### config.mk
export PLATFORM = sky130hd
export DESIGN_NAME = irq_ctrl_flat
export DESIGN_NICKNAME = d
export VERILOG_FILES = /design/src/rtl/irq_pkg.sv /design/src/rtl/irq_ctrl_if.sv /design/src/rtl/irq_prio_enc.sv /design/src/rtl/irq_ctrl.sv /design/src/flat_wrapper.sv
export SDC_FILE = /design/constraint.sdc
export NUM_CORES = 1
export LEC_CHECK = 0
export ABC_AREA = 1
export BUFFER_PORTS_ARGS = -buffer_cell sky130_fd_sc_hd__buf_2
export CORE_ASPECT_RATIO = 0.8
export CORE_UTILIZATION = 50
export DETAILED_ROUTE_END_ITERATION = 8
export PLACE_DENSITY = 0.7
export SLEW_MARGIN = 5
export SYNTH_ARGS = -nofsm -noshare
export SYNTH_HDL_FRONTEND = slang
export SYNTH_SLANG_ARGS = --single-unit
export TNS_END_PERCENT = 10
### constraint.sdc
create_clock -name clk -period 2.4 [get_ports clk]
set_input_delay 0.12 -clock clk [delete_from_list [all_inputs] [get_ports clk]]
set_output_delay 0.12 -clock clk [all_outputs]
set_load 0.02 [all_outputs]
### src/rtl/irq_pkg.sv
// Shared types and constants for the irq_ctrl priority interrupt controller.
package irq_pkg;

  localparam int IDX_W = 3;

  typedef enum logic [2:0] {
    IDLE,
    PEND,
    ACK1,
    GAP,
    ACK2
  } state_e;

  localparam int EOI_NS = 5;
  localparam int EOI_SP = 6;

  localparam logic ADDR_CMD = 1'b0;
  localparam logic ADDR_IMR = 1'b1;

  function automatic logic [7:0] vector_of(input logic [7:0] base, input logic [IDX_W-1:0] idx);
    return base + 8'(idx);
  endfunction

endpackage

### src/rtl/irq_ctrl_if.sv
// CPU-side bus and request lines of the interrupt controller.
interface irq_ctrl_if #(
  parameter int NUM_IRQ = 8
);
  logic [NUM_IRQ-1:0] irq;
  logic               intr;
  logic               intaN;
  logic               csN;
  logic               wrN;
  logic               rdN;
  logic               a0;
  logic [7:0]         din;
  logic [7:0]         dout;
  logic               dout_en;

  modport master (
    output irq, intaN, csN, wrN, rdN, a0, din,
    input  intr, dout, dout_en
  );

  modport slave (
    input  irq, intaN, csN, wrN, rdN, a0, din,
    output intr, dout, dout_en
  );
endinterface

### src/rtl/irq_prio_enc.sv
// Lowest-index-first priority encoder: index 0 has the highest priority.
module irq_prio_enc
  import irq_pkg::*;
#(
  parameter int N = 8
) (
  input  logic [N-1:0]     vec_i,
  output logic             valid_o,
  output logic [IDX_W-1:0] idx_o
);

  always_comb begin
    valid_o = 1'b0;
    idx_o   = '0;
    for (int i = N - 1; i >= 0; i--) begin
      if (vec_i[i]) begin
        valid_o = 1'b1;
        idx_o   = IDX_W'(i);
      end
    end
  end

endmodule

### src/rtl/irq_ctrl.sv
// Priority interrupt controller: edge-captured requests, fully nested priority,
// two-pulse INTA vector delivery and EOI-cleared in-service tracking.
module irq_ctrl
  import irq_pkg::*;
#(
  parameter int         NUM_IRQ     = 8,
  parameter logic [7:0] VECTOR_BASE = 8'h10
) (
  input logic       clk,
  input logic       reset,
  irq_ctrl_if.slave bus
);

  localparam logic [NUM_IRQ-1:0] ONE      = NUM_IRQ'(1);
  localparam logic [IDX_W-1:0]   SPUR_IDX = IDX_W'(NUM_IRQ - 1);

  logic [NUM_IRQ-1:0] sync1_q, sync2_q, edge_prev_q;
  logic [NUM_IRQ-1:0] irr_q, isr_q, imr_q;
  logic [NUM_IRQ-1:0] irr_d, isr_d, imr_d;
  logic               wr_prev_q, inta_prev_q;
  state_e             state_q;
  logic               intr_q;
  logic [IDX_W-1:0]   ack_idx_q;
  logic               spur_q;

  logic               req_valid, isr_valid, req_go;
  logic [IDX_W-1:0]   req_idx, isr_idx;
  logic [NUM_IRQ-1:0] rise_det, eoi_mask, ack_mask;
  logic               wr_commit, cmd_wr, imr_wr, ns_eoi, sp_eoi;
  logic               inta_fall, inta_rise, ack_done;
  logic               vec_drive, rd_drive;
  logic               unused_din;

  irq_prio_enc #(.N(NUM_IRQ)) u_req_enc (
    .vec_i   (irr_q & ~imr_q),
    .valid_o (req_valid),
    .idx_o   (req_idx)
  );

  irq_prio_enc #(.N(NUM_IRQ)) u_isr_enc (
    .vec_i   (isr_q),
    .valid_o (isr_valid),
    .idx_o   (isr_idx)
  );

  // Fully nested: a request is only raised if it outranks everything in service.
  assign req_go = req_valid && (!isr_valid || (req_idx < isr_idx));

  assign rise_det  = sync2_q & ~edge_prev_q;
  assign wr_commit = !bus.csN && !bus.wrN && wr_prev_q;
  assign inta_fall = !bus.intaN && inta_prev_q;
  assign inta_rise = bus.intaN && !inta_prev_q;

  assign cmd_wr = wr_commit && (bus.a0 == ADDR_CMD);
  assign imr_wr = wr_commit && (bus.a0 == ADDR_IMR);
  assign ns_eoi = cmd_wr && bus.din[EOI_NS];
  assign sp_eoi = cmd_wr && !bus.din[EOI_NS] && bus.din[EOI_SP] && (int'(bus.din[2:0]) < NUM_IRQ);
  assign unused_din = ^{bus.din[7], bus.din[4:3]};

  assign ack_done = (state_q == ACK2) && inta_rise && !spur_q;

  always_comb begin
    eoi_mask = '0;
    if (ns_eoi && isr_valid) eoi_mask = ONE << isr_idx;
    else if (sp_eoi)         eoi_mask = ONE << bus.din[2:0];
    ack_mask = ack_done ? (ONE << ack_idx_q) : '0;
    // A fresh edge outranks the acknowledge clear; EOI clears before the ack sets.
    irr_d = (irr_q & ~ack_mask) | rise_det;
    isr_d = (isr_q & ~eoi_mask) | ack_mask;
    imr_d = imr_wr ? bus.din[NUM_IRQ-1:0] : imr_q;
  end

  always_ff @(posedge clk) begin
    if (reset) begin
      sync1_q     <= '0;
      sync2_q     <= '0;
      edge_prev_q <= '0;
      irr_q       <= '0;
      isr_q       <= '0;
      imr_q       <= '1;
      wr_prev_q   <= 1'b1;
      inta_prev_q <= 1'b1;
    end else begin
      sync1_q     <= bus.irq;
      sync2_q     <= sync1_q;
      edge_prev_q <= sync2_q;
      irr_q       <= irr_d;
      isr_q       <= isr_d;
      imr_q       <= imr_d;
      wr_prev_q   <= bus.wrN;
      inta_prev_q <= bus.intaN;
    end
  end

  always_ff @(posedge clk) begin
    if (reset) begin
      state_q   <= IDLE;
      intr_q    <= 1'b0;
      ack_idx_q <= '0;
      spur_q    <= 1'b0;
    end else begin
      case (state_q)
        IDLE: begin
          if (inta_fall) begin
            state_q   <= ACK1;
            ack_idx_q <= SPUR_IDX;
            spur_q    <= 1'b1;
          end else if (req_go) begin
            state_q <= PEND;
            intr_q  <= 1'b1;
          end
        end
        PEND: begin
          if (inta_fall) begin
            state_q   <= ACK1;
            intr_q    <= 1'b0;
            ack_idx_q <= req_go ? req_idx : SPUR_IDX;
            spur_q    <= !req_go;
          end else if (!req_go) begin
            state_q <= IDLE;
            intr_q  <= 1'b0;
          end
        end
        ACK1:    if (inta_rise) state_q <= GAP;
        GAP:     if (inta_fall) state_q <= ACK2;
        ACK2:    if (inta_rise) state_q <= IDLE;
        default: begin
          state_q <= IDLE;
          intr_q  <= 1'b0;
        end
      endcase
    end
  end

  assign vec_drive = (state_q == ACK2) && !bus.intaN;
  assign rd_drive  = !bus.csN && !bus.rdN;

  always_comb begin
    bus.dout = 8'h00;
    if (vec_drive)     bus.dout = vector_of(VECTOR_BASE, ack_idx_q);
    else if (rd_drive) bus.dout = bus.a0 ? 8'(imr_q) : 8'(irr_q);
  end

  assign bus.dout_en = vec_drive || rd_drive;
  assign bus.intr    = intr_q;

endmodule

### src/flat_wrapper.sv
// flat-port wrapper written by rule: the top's interface ports become plain ports
module irq_ctrl_flat import irq_pkg::*;
#(
  parameter int         NUM_IRQ     = 8,
  parameter logic [7:0] VECTOR_BASE = 8'h10
)
  (clk, reset, bus_irq, bus_intaN, bus_csN, bus_wrN, bus_rdN, bus_a0, bus_din, bus_intr, bus_dout, bus_dout_en);
  irq_ctrl_if #(.NUM_IRQ(NUM_IRQ)) bus_i ();
  input logic clk;
  input logic reset;
  input wire logic [$bits(bus_i.irq)-1:0] bus_irq;
  input wire logic [$bits(bus_i.intaN)-1:0] bus_intaN;
  input wire logic [$bits(bus_i.csN)-1:0] bus_csN;
  input wire logic [$bits(bus_i.wrN)-1:0] bus_wrN;
  input wire logic [$bits(bus_i.rdN)-1:0] bus_rdN;
  input wire logic [$bits(bus_i.a0)-1:0] bus_a0;
  input wire logic [$bits(bus_i.din)-1:0] bus_din;
  output wire logic [$bits(bus_i.intr)-1:0] bus_intr;
  output wire logic [$bits(bus_i.dout)-1:0] bus_dout;
  output wire logic [$bits(bus_i.dout_en)-1:0] bus_dout_en;
  assign bus_i.irq = bus_irq;
  assign bus_i.intaN = bus_intaN;
  assign bus_i.csN = bus_csN;
  assign bus_i.wrN = bus_wrN;
  assign bus_i.rdN = bus_rdN;
  assign bus_i.a0 = bus_a0;
  assign bus_i.din = bus_din;
  assign bus_intr = bus_i.intr;
  assign bus_dout = bus_i.dout;
  assign bus_dout_en = bus_i.dout_en;
  irq_ctrl #(.NUM_IRQ(NUM_IRQ), .VECTOR_BASE(VECTOR_BASE)) u_core (.clk(clk), .reset(reset), .bus(bus_i));
endmodule
# Yosys cells after proc, flatten, opt, wreduce, memory -nomap -nowiden
# Cells that the tools add are included.
# totals
elab_cells,132
register_bits,58
rom_bits,0
n_memories,0
latch_bits,0
input_bits,23
mem_bits_rw,0
output_inout_bits,10
# classes
muxes,58
magnitude_cmp,1
eq_ne,13
div,0
n_addsub,1
n_bitwise,12
reduce_logical,32
shifts,3
multipliers,0
# ops
operator,n
2-to-1 mux 3 bit,26
2-to-1 mux 8 bit,6
bitwise AND 8 bit,4
NOT 8 bit,4
"<< shifter 1 x 3 -> 8 bit, first input constant",3
2-to-1 mux 1 bit,22
OR 8 bit,2
logical AND 1 bit,15
case mux 3 bit (5 select lines),1
"!= test 2 x 1 -> 1 bit, second input constant",6
zero test 1 bit,9
"adder 5 x 3 -> 6 bit, first input constant",1
"== test 3 x 2 -> 1 bit, second input constant",2
case mux 3 bit (2 select lines),1
AND reduction 5 bit,1
AND reduction 4 bit,1
"== test 3 x 1 -> 1 bit, second input constant",1
"== test 3 bit, second input constant",1
zero test 3 bit,1
less-than comparator 3 bit,1
"!= test 3 x 1 -> 1 bit, second input constant",1
"!= test 3 bit, second input constant",1
case mux 1 bit (3 select lines),1
AND reduction 3 bit,1
6 further kinds,8

# Depth between registers and ports, before layout
# Gate-level depths: netlist (run 1).
# depth
word_depth,16
mapped_depth,19
depth_no_buf,19

# By module
# Synthesis (run 1) repeated with hierarchy kept, for this count alone.
# hier_totals
cells_unflattened,404
area_unflattened_um2,2700.1
# modules_own_cells
mod,instances,cells_per_inst,seq_area_each_um2,area_per_inst_um2
irq_ctrl,1,360,1161.1,2502.4
irq_prio_enc,2,22,0.0,98.8

# Least setup slack after synthesis (run 1)
# No wires, ideal clock.
# synth_timing
path_type,register -> register
from,reg u_core.isr_q[0]
to,reg u_core.spur_q
setup_slack_ns,0.399
path_buffers,0
setup_ns,0.116
synth_period_minus_slack_ns,2.001
path_stages_with_launch,14
required_ns,2.284
t_arrival_ns,1.885
path_cell_list,dfxtp_1 -> nor4_1 -> inv_1 -> nor2_1 -> inv_1 -> ha_1 -> a21oi_1 -> nand2_1 -> nand2_2 -> nand2_2 -> inv_1 -> nand3_2 -> o211ai_1 -> inv_1
# synth_via
elab_chain_cells,7
elab_cells_between_ends,9
cone_classes,order compare: 1; mux: 4; reduce/logical: 4
# synth_lines
item,line_no,source
from (decl),irq_ctrl.sv:18,"logic [NUM_IRQ-1:0] irr_q, isr_q, imr_q;"
from (signal assigned),irq_ctrl.sv:88,isr_q <= isr_d;
2-to-1 mux 3 bit / 2-to-1 mux 1 bit (equally long branches),irq_prio_enc.sv:16,if (vec_i[i]) begin
less-than comparator 3 bit / zero test 1 bit (equally long branches),irq_ctrl.sv:47,assign req_go = req_valid && (!isr_valid || (req_idx < isr_idx));
logical OR 1 bit *,irq_ctrl.sv:47,
logical AND 1 bit *,irq_ctrl.sv:47,
zero test 1 bit *,irq_ctrl.sv:118,spur_q <= !req_go;
2-to-1 mux 1 bit *,irq_ctrl.sv:114,if (inta_fall) begin
case mux 1 bit (2 select lines) *,irq_ctrl.sv:102,case (state_q)
to (signal assigned),irq_ctrl.sv:118,
to (decl),irq_ctrl.sv:24,logic spur_q;
# Mark *: on every way between the ends. The rest lies on a longest branch, timed or not. The select of a mux whose other input is x is not followed.
# A chain may end at the register's enable or synchronous reset.

# Worst setup path in the final report (run 1)
# layout_timing
from,reg u_core.irr_q[7]
to,reg u_core.spur_q
# layout_via
elab_chain_cells,15
elab_cells_between_ends,23
cone_classes,order compare: 1; mux: 18; bitwise: 1; reduce/logical: 3
# layout_lines
item,line_no,source
from (decl),irq_ctrl.sv:18,
from (signal assigned),irq_ctrl.sv:87,irr_q <= irr_d;
bitwise AND 8 bit *,irq_ctrl.sv:35,".vec_i (irr_q & ~imr_q),"
2-to-1 mux 3 bit (8 in series),irq_prio_enc.sv:16,
less-than comparator 3 bit,irq_ctrl.sv:47,
logical OR 1 bit,irq_ctrl.sv:47,
logical AND 1 bit *,irq_ctrl.sv:47,
zero test 1 bit *,irq_ctrl.sv:118,
2-to-1 mux 1 bit *,irq_ctrl.sv:114,
case mux 1 bit (2 select lines) *,irq_ctrl.sv:102,
# Marked as above.

==> results by group, run 1 <==
Drt
  – Vias/cell: 4.96
  – Post-route ant nets: 0
  – Avg WL per Cell: 11.8 um
  – # DRC: 0
  – WL final: 5.87 mm
  – Iteration count of the initial detailed-routing pass: 4
  – Total number of vias: 2469
  – Initial DRC Count: 143

STA
  – Max Slew Vio Count: 0
  – Final min period: 2.17 ns
  – Hold Vio Cnt, Final: 0
  – Post-route clock skew: 0.00474 ns
  – Final count of negative-setup-slack endpoints: 0
  – Fmax: 0.461 GHz
  – Worst slew pin tran: 0.532 ns
  – Period utilization: 90.3%
  – Slew HR: 64.5%
  – RSZ-0062 raised after global routing: no
  – Setup TNS: 0 ns
  – Worst hold slack: 0.00921 ns

Global routing
  – First-pass GRT wire length: 9.63 mm
  – Tot GR Track Use: 24.2%
  – GR Overflow Total: 0
  – Number of global-route vias before repair: 2152
  – Initial antenna violation count: 0
  – Largest net degree at the start of global routing: 42

Die
  – Die area: 0.00550 mm^2
  – Core Footprint: 0.00501 mm^2
  – Top Ports: 33
  – Initial Utilization: 51.9%
  – Die Height: 66.5 um
  – Die Wd: 82.6 um
  – Core Rows: 23

Clock tree
  – Clock Tree Root: clkbuf_8
  – CTS Sinks: 58
  – CTS Buffer Depth: 2
  – TritonCTS clock tree: built
  – H-tree Lvls: 3
  – Clock transition at path regs: 0.07 ns
  – TritonCTS buffer count: 9
  – Clk_lat worst skew: 0.34 ns
  – # Post-CTS Setup Buffers: 0

Setup path
  – Crit path DAT: 2.40 ns
  – WP data required: 2.63 ns
  – Crit end category: flop
  – Crit path max fanout: 4
  – Setup crit start kind: flop
  – Critical path class: reg -> reg

Layout
  – Fin nets: 456
  – Area grow syn2layout: 21.5%
  – Antenna cell count: 0
  – Share of cells above drive strength 1: 13.8%
  – Final Util: 63.1%

Logic synthesis
  – Syn. warnings: 0
  – Seq/Total Area, Yosys: 44.6%
  – Post-synth net total: 407
  – #FFs+latches synth: 58
  – Syn Area/Cell: 6.81 um^2
  – Syn Inst Count: 382
  – Post-synth cell types: 24
  – Post-Syn Area: 0.00260 mm^2

Min path
  – Hold Crit Class: in -> reg

Pwr
  – Worst VDD drop: 0.476 mV
  – Leak Pwr: 1.58 nW
  – Cell Pwr Density: 811 mW/mm^2

Place
  – PortBufs: 32
  – Placer Congestion: 0.860
  – Hpwl dp: 4.26 mm

Run status
  – Status: completed

Run
  – Max-Cap Viols: 0
[state kept, by name (all words and copies together) (netlist names)]
register and flops:
u_core.imr_q 8, u_core.bus.intr 1, u_core.spur_q 1, u_core.wr_prev_q 1, u_core.isr_q 8, u_core.edge_prev_q 8
u_core.sync1_q 8, u_core.inta_prev_q 1, u_core.sync2_q 8, u_core.irr_q 8, u_core.state_q 3, u_core.ack_idx_q 3
[final cells by class]
type,instances,area (um^2)
multi-input combinational,243,1150
tap,62,77.6
inverter,73,274
clock inverter,7,78.8
clock buffer,9,124
timing repair buffer,46,295
sequential,58,1160
fill,475,1850
[critical path, cell delays in order, from the launching register on]
cell and delay [ns]:
dfxtp_1 0.33, inv_1 0.06, o21ai_0 0.22, nor2_1 0.09, nor3_1 0.29, ha_1 0.32, a21oi_1 0.16, nand2_1 0.08
nand2_2 0.08, nand2_2 0.07, inv_1 0.09, nand3_2 0.10, o211ai_1 0.12, inv_1 0.07
[per-stage QoR]
stage / setup slack [ns] / power [mW] / std cells / cell area [um^2]
2_1_floorplan: 0.399 / 1.53 / 382 / 2600
4_1_cts: 0.120 / 2.58 / 498 / 3150
5_1_grt: 0.0143 / 2.73 / 498 / 3160
3_5_place_dp: 0.139 / 1.66 / 470 / 2820
3_3_place_gp: 0.264 / 1.65 / 470 / 2820
6_report: 0.233 / 2.56 / 498 / 3160
[synth_stat cells]
cell type	instances	share of area (%)
a21oi_2	1	0.34
nand3_2	3	1.2
nand4_1	4	0.96
dfxtp_1	58	45
clkbuf_1	8	1.2
or2_2	1	0.24
nor2_1	84	12
nand2_1	70	10
o22ai_1	3	0.72
nand2_2	3	0.72
o311ai_0	4	1.3
nor3_1	5	0.96
o21ai_0	11	2.1
inv_1	73	11
nor4_1	2	0.48
a21oi_1	22	4.2
a211oi_1	4	1.2
nand3_1	10	1.9
ha_1	2	0.96
o221ai_1	1	0.34
o211ai_1	9	2.6
nand2_4	1	0.43
o21bai_1	1	0.29
a31oi_1	2	0.48
[routing by layer]
metal  wire length [um]  up-vias  global-route usage [%]  part of all wire, %
met5                  0        -                       0                    0
met4                125        0                    11.2                  2.1
met3                283       15                    6.85                  4.8
met2               2540       58                    36.0                   43
met1               2930     1099                    32.2                   50
li1                   -     1297                       -                    -
[timing repair]
action,in CTS,in global routing
endpoints found under the hold margin,12,0
hold buffers,12,0
setup endpoints to repair,0,8
resized for setup,0,2
[path summary, 6_finish.rpt]
path	startpoint	end	slack [ns]	cells past startpoint
setup reg to reg	u_core.irr_q[7]	u_core.spur_q	0.23	13
hold reg to reg	u_core.sync1_q[0]	u_core.sync2_q[0]	0.40	2
setup / recovery	u_core.irr_q[7]	u_core.spur_q	0.23	13
hold / removal	bus_din[4]	u_core.imr_q[4]	0.009	3
[kinds of logic after synthesis]
| logic type | count (synthesis) | synth area share (%) |
|---|---|---|
| buffers and inverters | 81 | 11.7 |
| adders and majority gates | 2 | 0.962 |
| AOI/OAI and AO/OA | 58 | 13.6 |
| and+or+nand+nor | 183 | 29.1 |
| DFF | 58 | 44.6 |
[cells in the final DEF (no fill, tap or decap), types with 5 or more instances in the layout]
cell | Yosys | final
dfxtp_1 | 58 | 58
nand3_1 | 10 | 10
nor2_1 | 84 | 84
clkbuf_8 | 0 | 9
a21oi_1 | 22 | 22
inv_1 | 73 | 73
o211ai_1 | 9 | 9
buf_2 | 0 | 32
nor3_1 | 5 | 5
nand2_1 | 70 | 70
o21ai_0 | 11 | 11
dlygate4sd3_1 | 0 | 12
[report_power, final]
group	total (mW)	switching [mW]	leakage [nW]	internal, mW
Combinational	0.572	0.365	1.02	0.207
Sequential	1.09	0.0547	0.476	1.04
Clock	0.903	0.418	0.0921	0.485
Note: power is estimated with default switching activity, not from simulation.
==> run 2, diff against run 1 <==
Settings changed: ABC_AREA 1 to 0.
==> run 2 against run 1 <==
  * Worst setup slack got worse by 0.025 ns
  * Critical path depth decreased by 8
  * Non-clock buffer count shrank 1
  * Power shrank 13%
  * Critical path type is now reg -> out
  * Register-to-register slack improved by 0.07 ns
  * Largest power group unchanged
  * First-iteration DRC count up 49%
==> results by group, run 2 <==
Run status
  – Status: completed

Logic synthesis
  – Syn Inst Count: 298 (-22%)
  – Post-synth EDFFs: 0 (unchanged)
  – Most frequent cell after synthesis: dfxtp_1
  – Mux cell area share after synthesis: 3.48% (+3.5 points)
  – Post-Syn Area: 0.00259 mm^2 (-0.58%)
  – Dominant synthesized flop cell: dfxtp_1
  – Post-Synth XOR/XNOR Area: 0% (unchanged)
  – Seq/Total Area, Yosys: 44.9% (+0.26 points)
  – Post-synth cell types: 48 (+100%)
  – Top cell type's share of synthesized area: 44.9% (+0.26 points)
  – Synth Area in Simple Gates: 32.8% (+3.7 points)
  – Ys async rst share: 0% (unchanged)
  – Adder-Cell Fraction of Synth Area: 0.968% (+0.0056 points)
  – Synth area leaders: dfxtp_1 45%, nor2b_1 9.7%, nand2_1 4.8%
  – Area leader, netlist: dfxtp_1
  – Main combinational cell family by area after synthesis: simple AND/OR/NAND/NOR gates
  – Top post-synthesis cells by count: 58 x dfxtp_1, 40 x nor2b_1, 33 x nand2_1
  – Post-synthesis compound-gate area fraction: 15.1% (+1.5 points)
  – #FFs+latches synth: 58 (unchanged)
  – Syn Area/Cell: 8.68 um^2 (+27%)
  – Post-synth net total: 323 (-21%)
  – Syn. warnings: 0 (unchanged)

Pwr
  – Internal Pwr Total: 1.68 mW (-2.5%)
  – Leak Pwr: 1.30 nW (-18%)
  – Switch share: 24.9% (-7.8 points)
  – Clock power frac: 45.5% (+10 points)
  – Total Power: 2.24 mW (-13%)
  – Gate power share: 8.3% (-14 points)
  – Net Sw Power: 0.557 mW (-33%)
  – Sequential share of power: 46.2% (+3.7 points)
  – Worst VDD drop: 0.414 mV (-13%)
  – Cell Pwr Density: 716 mW/mm^2 (-12%)

Clock tree
  – Clock Tree Root: clkbuf_8
  – Clock transition at path regs: 0.07 ns (about the same)
  – TritonCTS clock tree: built
  – TritonCTS buffer count: 9 (unchanged)
  – CTS Buffer Depth: 2 (unchanged)
  – H-tree Lvls: 3 (unchanged)
  – Clk_lat worst skew: 0.34 ns (about the same)
  – Post-CTS Resized: 0 (unchanged)
  – CTS Sinks: 58 (unchanged)

STA
  – Max Slew Vio Count: 0 (unchanged)
  – Worst slew pin tran: 0.871 ns (+0.338 ns)
  – Period utilization: 91.3% (+1.0 points)
  – RSZ-0062 raised after global routing: no
  – Worst hold slack: 0.0323 ns (+0.0230 ns)
  – Setup TNS: 0 ns (unchanged)
  – Post-route clock skew: 0.00792 ns (+0.00318 ns)
  – Final min period: 2.19 ns (+0.0252 ns)
  – Fmax: 0.456 GHz (-1.1%)
  – Final count of negative-setup-slack endpoints: 0 (unchanged)
  – Slew HR: 41.2% (-23 points)
  – Hold Vio Cnt, Final: 0 (unchanged)

Global routing
  – Initial antenna violation count: 0 (unchanged)
  – Largest net degree at the start of global routing: 26 (-38%)
  – First-pass GRT wire length: 9.79 mm (+1.7%)
  – GR Overflow Total: 0 (unchanged)
  – Tot GR Track Use: 24.9% (+0.63 points)
  – Number of global-route vias before repair: 2085 (-3.1%)

Place
  – PortBufs: 32 (unchanged)
  – Hpwl dp: 4.16 mm (-2.2%)
  – Placer Congestion: 0.848 (-1.3%)

Die
  – Die area: 0.00547 mm^2 (-0.56%)
  – Initial Utilization: 51.9% (about the same)
  – Top Ports: 33 (unchanged)
  – Die Wd: 82.4 um (-0.28%)
  – Core Footprint: 0.00498 mm^2 (-0.57%)
  – Die Height: 66.3 um (-0.29%)
  – Core Rows: 23 (unchanged)

Drt
  – Vias/cell: 5.46 (+10%)
  – Avg WL per Cell: 14.4 um (+22%)
  – Initial DRC Count: 213 (+49%)
  – # DRC: 0 (unchanged)
  – Total number of vias: 2240 (-9.3%)
  – Iteration count of the initial detailed-routing pass: 4 (unchanged)
  – Post-route ant nets: 0 (unchanged)
  – WL final: 5.92 mm (+0.85%)

Setup path
  – CP Buf/Inv Count: 1 (-2)
  – Setup crit start kind: flop
  – Family with the most delay on the worst path: simple AND/OR/NAND/NOR gates
  – Slowest stage delay, CP: 0.52 ns (+0.19 ns)
  – Crit-path cells: or3b_1 > nor2_1 > or2_2 > nor2_1 > buf_2
  – WP data required: 2.28 ns (-0.35 ns)
  – Crit path max fanout: 7 (+3)
  – Critical path class: reg -> out
  – Most frequent CP cell: nor2_1
  – Crit path DAT: 2.07 ns (-0.33 ns)
  – Slowest cell on the critical path: or3b_1
  – Crit end category: output port

Layout
  – Most common cell after layout, fill and taps aside: dfxtp_1
  – Share of cells above drive strength 1: 17.5% (+3.8 points)
  – Fin nets: 368 (-19%)
  – Antenna cell count: 0 (unchanged)
  – Area grow syn2layout: 20.9%
  – Fillers: 427 (-10%)
  – Most frequent cells in the layout: 58 x dfxtp_1, 40 x nor2b_1, 33 x nand2_1, 32 x buf_2, 27 x nor2_1

Run
  – Max-Cap Viols: 0 (unchanged)

Min path
  – Hold Crit Class: in -> reg
## run 2: cell types whose count changed in the layout (fill, tap and decap cells not counted), sizes merged, moves of 5 or more
cell	previous run	this run
nor2b	0	40
inv	74	6
mux2i	0	9
and3	0	5
o211ai	9	3
nor2	84	27
nand2b	0	14
nand2	74	34
## run 2: cells by family (layout without fill, tap and decap cells)
kind of cell / count (synthesis) / after routing
buf+inv: 16 / 66
flops: 58 / 58
mux: 9 / 9
simple gates: 155 / 155
compound gates: 58 / 58
fa+ha+maj: 2 / 2
## run 2: worst paths after layout
check	startpoint	end	cells past startpoint	slack, ns
setup / recovery	u_core.state_q[2]	bus_dout[3]	5	0.21
hold / removal	bus_din[6]	u_core.imr_q[6]	3	0.03
setup reg to reg	u_core.isr_q[7]	u_core.ack_idx_q[2]	7	0.30
hold reg to reg	u_core.sync1_q[5]	u_core.sync2_q[5]	1	0.44
## run 2: metrics by stage
| stage | utilization [%] | setup slack (ns) | instances | area, um^2 |
|---|---|---|---|---|
| detailed placement | 55.9 | 0.372 | 382 | 2780 |
| global route | 62.8 | 0.00702 | 410 | 3130 |
| global placement | 55.9 | 0.421 | 382 | 2780 |
| floorplan | - | 0.517 | 298 | 2590 |
| finish | 62.8 | 0.208 | 410 | 3130 |
| CTS | 62.8 | 0.204 | 410 | 3130 |
## run 2: timing repair
item | CTS | global route
hold endpoints to repair | 12 | 0
setup buffers | 0 | 0
hold buffers | 12 | 0
endpoints found under the setup margin | 0 | 0
## run 2: cell type report
type / count / area [um^2] / share of cell area, %
Timing Repair Buffer: 45 / 288 / 9.20
Multi-Input combinational cell: 224 / 1360 / 43.4
Clock buffer: 9 / 124 / 3.96
Sequential cell: 58 / 1160 / 37.1
Tap cell: 62 / 77.6 / 2.48
Inverter: 5 / 18.8 / 0.600
Clock inverter: 7 / 103 / 3.28
## run 2: power groups by stage
stage | Sequential (mW) | Clock (mW) | Combinational, mW
2_1_floorplan | 1.05 | 0 | 0.124
3_3_place_gp | 1.05 | 0 | 0.167
3_5_place_dp | 1.06 | 0 | 0.170
4_1_cts | 1.03 | 1.04 | 0.185
5_1_grt | 1.04 | 1.09 | 0.206
6_report | 1.03 | 1.02 | 0.186
## run 2: metal layers
| metal | up-vias | track usage (%) | part of all wire [%] |
|---|---|---|---|
| li1 | 1130 | - | - |
| met1 | 1017 | 31.5 | 47 |
| met2 | 83 | 38.5 | 44 |
| met3 | 10 | 10.1 | 7.3 |
| met4 | 0 | 7.02 | 1.2 |
| met5 | - | 0 | 0 |
## run 2: tightest hold or removal path, delay by kind of cell
kind          cells  cell delay (ns)
simple gates      2             0.12
buf+inv           1             0.11
==> run 3, diff against run 2 <==
==> constraint.sdc (replaced) <==
create_clock -name clk -period 2.1 [get_ports clk]
set_input_delay 0.315 -clock clk [delete_from_list [all_inputs] [get_ports clk]]
set_output_delay 0.315 -clock clk [all_outputs]
set_load 0.02 [all_outputs]
==> run 3 against run 2 <==
  * Die area unchanged
  * Sequential power increased by 15%
  * Core utilization fell by 1.1 points
  * Worst hold slack improved by 0.15 ns
  * Clock power is essentially flat
  * Critical endpoint is now bus_dout[1]
  * Register-to-register slack worse by 0.19 ns
  * Power is 8.3% higher
  * Sequential share of layout area up 0.63 points
  * Critical path depth did not move
  * Wire length is 5.4% lower
  * Clock-buffer cell count rose by 1
  * Sequential cell count unchanged
==> results by group, run 3 (synthesis results as in run 2) <==
Run status
  – Status: completed

Global routing
  – Initial antenna violation count: 0 (unchanged)
  – Largest net degree at the start of global routing: 33 (+27%)
  – Number of global-route vias before repair: 1954 (-6.3%)
  – Tot GR Track Use: 23.0% (-1.8 points)
  – First-pass GRT wire length: 9.16 mm (-6.5%)
  – GR Overflow Total: 0 (unchanged)

Drt
  – Avg WL per Cell: 13.8 um (-4.4%)
  – # DRC: 0 (unchanged)
  – Iteration count of the initial detailed-routing pass: 4 (unchanged)
  – Vias/cell: 5.37 (-1.7%)
  – WL final: 5.61 mm (-5.4%)
  – Post-route ant nets: 0 (unchanged)
  – Initial DRC Count: 172 (-19%)
  – Total number of vias: 2181 (-2.6%)

Layout
  – Share of cells above drive strength 1: 21.8% (+4.3 points)
  – Antenna cell count: 0 (unchanged)
  – Most common cell after layout, fill and taps aside: dfxtp_1
  – Fin nets: 364 (-1.1%)
  – Area grow syn2layout: 18.9%
  – Most frequent cells in the layout: 58 x dfxtp_1, 40 x nor2b_1, 33 x nand2_1, 32 x buf_2, 26 x nor2_1

STA
  – Slew HR: 61.1% (+20 points)
  – Period utilization: 95.4%
  – Worst slew pin tran: 0.579 ns (-0.291 ns)
  – Post-route clock skew: 0.00815 ns (+0.000237 ns)
  – Max Slew Vio Count: 0 (unchanged)
  – Hold Vio Cnt, Final: 0 (unchanged)
  – RSZ-0062 raised after global routing: no
  – Setup TNS: 0 ns (unchanged)
  – Final count of negative-setup-slack endpoints: 0 (unchanged)
  – Fmax: 0.499 GHz
  – Final min period: 2.00 ns

Die
  – Die Height: 66.3 um (unchanged)
  – Core Footprint: 0.00498 mm^2 (unchanged)
  – Core Rows: 23 (unchanged)
  – Initial Utilization: 51.9% (unchanged)
  – Die area: 0.00547 mm^2 (unchanged)
  – Die Wd: 82.4 um (unchanged)
  – Top Ports: 33 (unchanged)

Setup path
  – Critical path class: reg -> out
  – CP Buf/Inv Count: 1 (unchanged)
  – CP endpoint: bus_dout[1]
  – Family with the most delay on the worst path: simple AND/OR/NAND/NOR gates
  – Crit path max fanout: 7 (unchanged)
  – Crit path DAT: 1.69 ns (-0.38 ns)
  – Reg2Reg Setup Slack: 0.11 ns (-0.19 ns)
  – Crit end category: output port
  – Slowest cell on the critical path: or3b_4
  – CP startpoint: u_core.state_q[0]
  – Crit-path cells: or3b_4 > nor2_4 > nand2_1 > o31ai_1 > buf_2
  – WP data required: 1.78 ns (-0.50 ns)
  – Worst r2r src: u_core.isr_q[7]
  – Slowest stage delay, CP: 0.46 ns (-0.06 ns)
  – WP depth: 5 (unchanged)
  – Reg2reg path depth: 6 (-1)
  – R2r endpoint: u_core.ack_idx_q[2]
  – Setup crit start kind: flop

Pwr
  – Total Power: 2.43 mW (+8.3%)
  – Gate power share: 8.6% (+0.3 points)
  – Leak Pwr: 1.28 nW (-1.6%)
  – Worst VDD drop: 0.641 mV (+55%)
  – Sequential share of power: 48.6% (+2.4 points)
  – Switch share: 25.1% (+0.17 points)
  – Net Sw Power: 0.608 mW (+9.1%)
  – Cell Pwr Density: 789 mW/mm^2 (+10%)
  – Internal Pwr Total: 1.82 mW (+8.0%)
  – Clock power frac: 42.9% (-2.6 points)

Clock tree
  – Clk_lat worst skew: 0.34 ns (about the same)
  – Clock Tree Root: clkbuf_8
  – TritonCTS clock tree: built
  – Hold-fix buffers, CTS: 0 (-12)
  – CTS Buffer Depth: 2 (unchanged)
  – CTS Sinks: 58 (unchanged)
  – Clock transition at path regs: 0.07 ns (about the same)
  – TritonCTS buffer count: 9 (unchanged)
  – H-tree Lvls: 3 (unchanged)

Place
  – PortBufs: 32 (unchanged)
  – Hpwl dp: 4.13 mm (-0.68%)
  – Placer Congestion: 0.823 (-3.0%)

Min path
  – HP Start: bus_irq[5]
  – Hold Crit Class: in -> reg

Run
  – Max-Cap Viols: 0 (unchanged)
==> run 3: stage by stage <==
step	instance area [um^2]	setup WS [ns]	utilization (%)	cells	hold slack [ns]
global route	3080	0.0117	61.8	406	0.175
floorplan	2590	0.217	-	298	0.414
detailed placement	2840	0.0688	57.1	390	0.420
finish	3080	0.0964	61.8	406	0.178
global placement	2840	0.117	57.1	390	0.415
CTS	3060	0.0327	61.4	406	0.165
==> run 3: layer usage <==
layer  part of all wire (%)  up-vias  routed length, um  track usage, %
met5                      0        -                  0               0
met4                    2.2        0                121            10.3
met3                    7.8       14                440            7.59
met2                     41       68               2320            34.3
met1                     49      976               2730            30.0
li1                       -     1123                  -               -
==> run 3: worst min path at each step <==
stage	depth (start not counted)	slack, ns	to
after floorplan	1	0.41	u_core.sync2_q[0]
after global placement	1	0.42	u_core.sync2_q[7]
after detailed placement	1	0.42	u_core.sync2_q[6]
after CTS	2	0.17	u_core.sync1_q[6]
after global routing	2	0.18	u_core.sync1_q[6]
final	2	0.18	u_core.sync1_q[5]
==> run 3: what timing repair did <==
action                     CTS  global route
resized for setup            3             4
setup endpoints to repair    7             4
buffers inserted             0             0
pin swaps                    0             0
==> run 3: cell type report <==
class | count | area (um^2)
clock buffer | 10 | 138
sequential | 58 | 1160
inverter | 5 | 18.8
clock inverter | 6 | 66.3
tap | 62 | 77.6
fill | 447 | 1900
timing repair buffer | 41 | 228
multi-input combinational | 224 | 1390
==> run 3: power groups by stage <==
stage                     combinational [mW]  clock (mW)  sequential [mW]
after floorplan                        0.141           0             1.19
after global placement                 0.203           0             1.20
after detailed placement               0.206           0             1.20
after CTS                              0.208        1.06             1.18
after global routing                   0.232        1.11             1.18
final                                  0.208        1.04             1.18
==> run 3: worst reg2reg max path: cells and delay by family (launching register included) <==
| family | cells | cell delay [ns] |
|---|---|---|
| AOI/OAI and AO/OA | 3 | 0.60 |
| DFF | 1 | 0.33 |
| and+or+nand+nor | 2 | 0.67 |
| adders and majority gates | 1 | 0.25 |
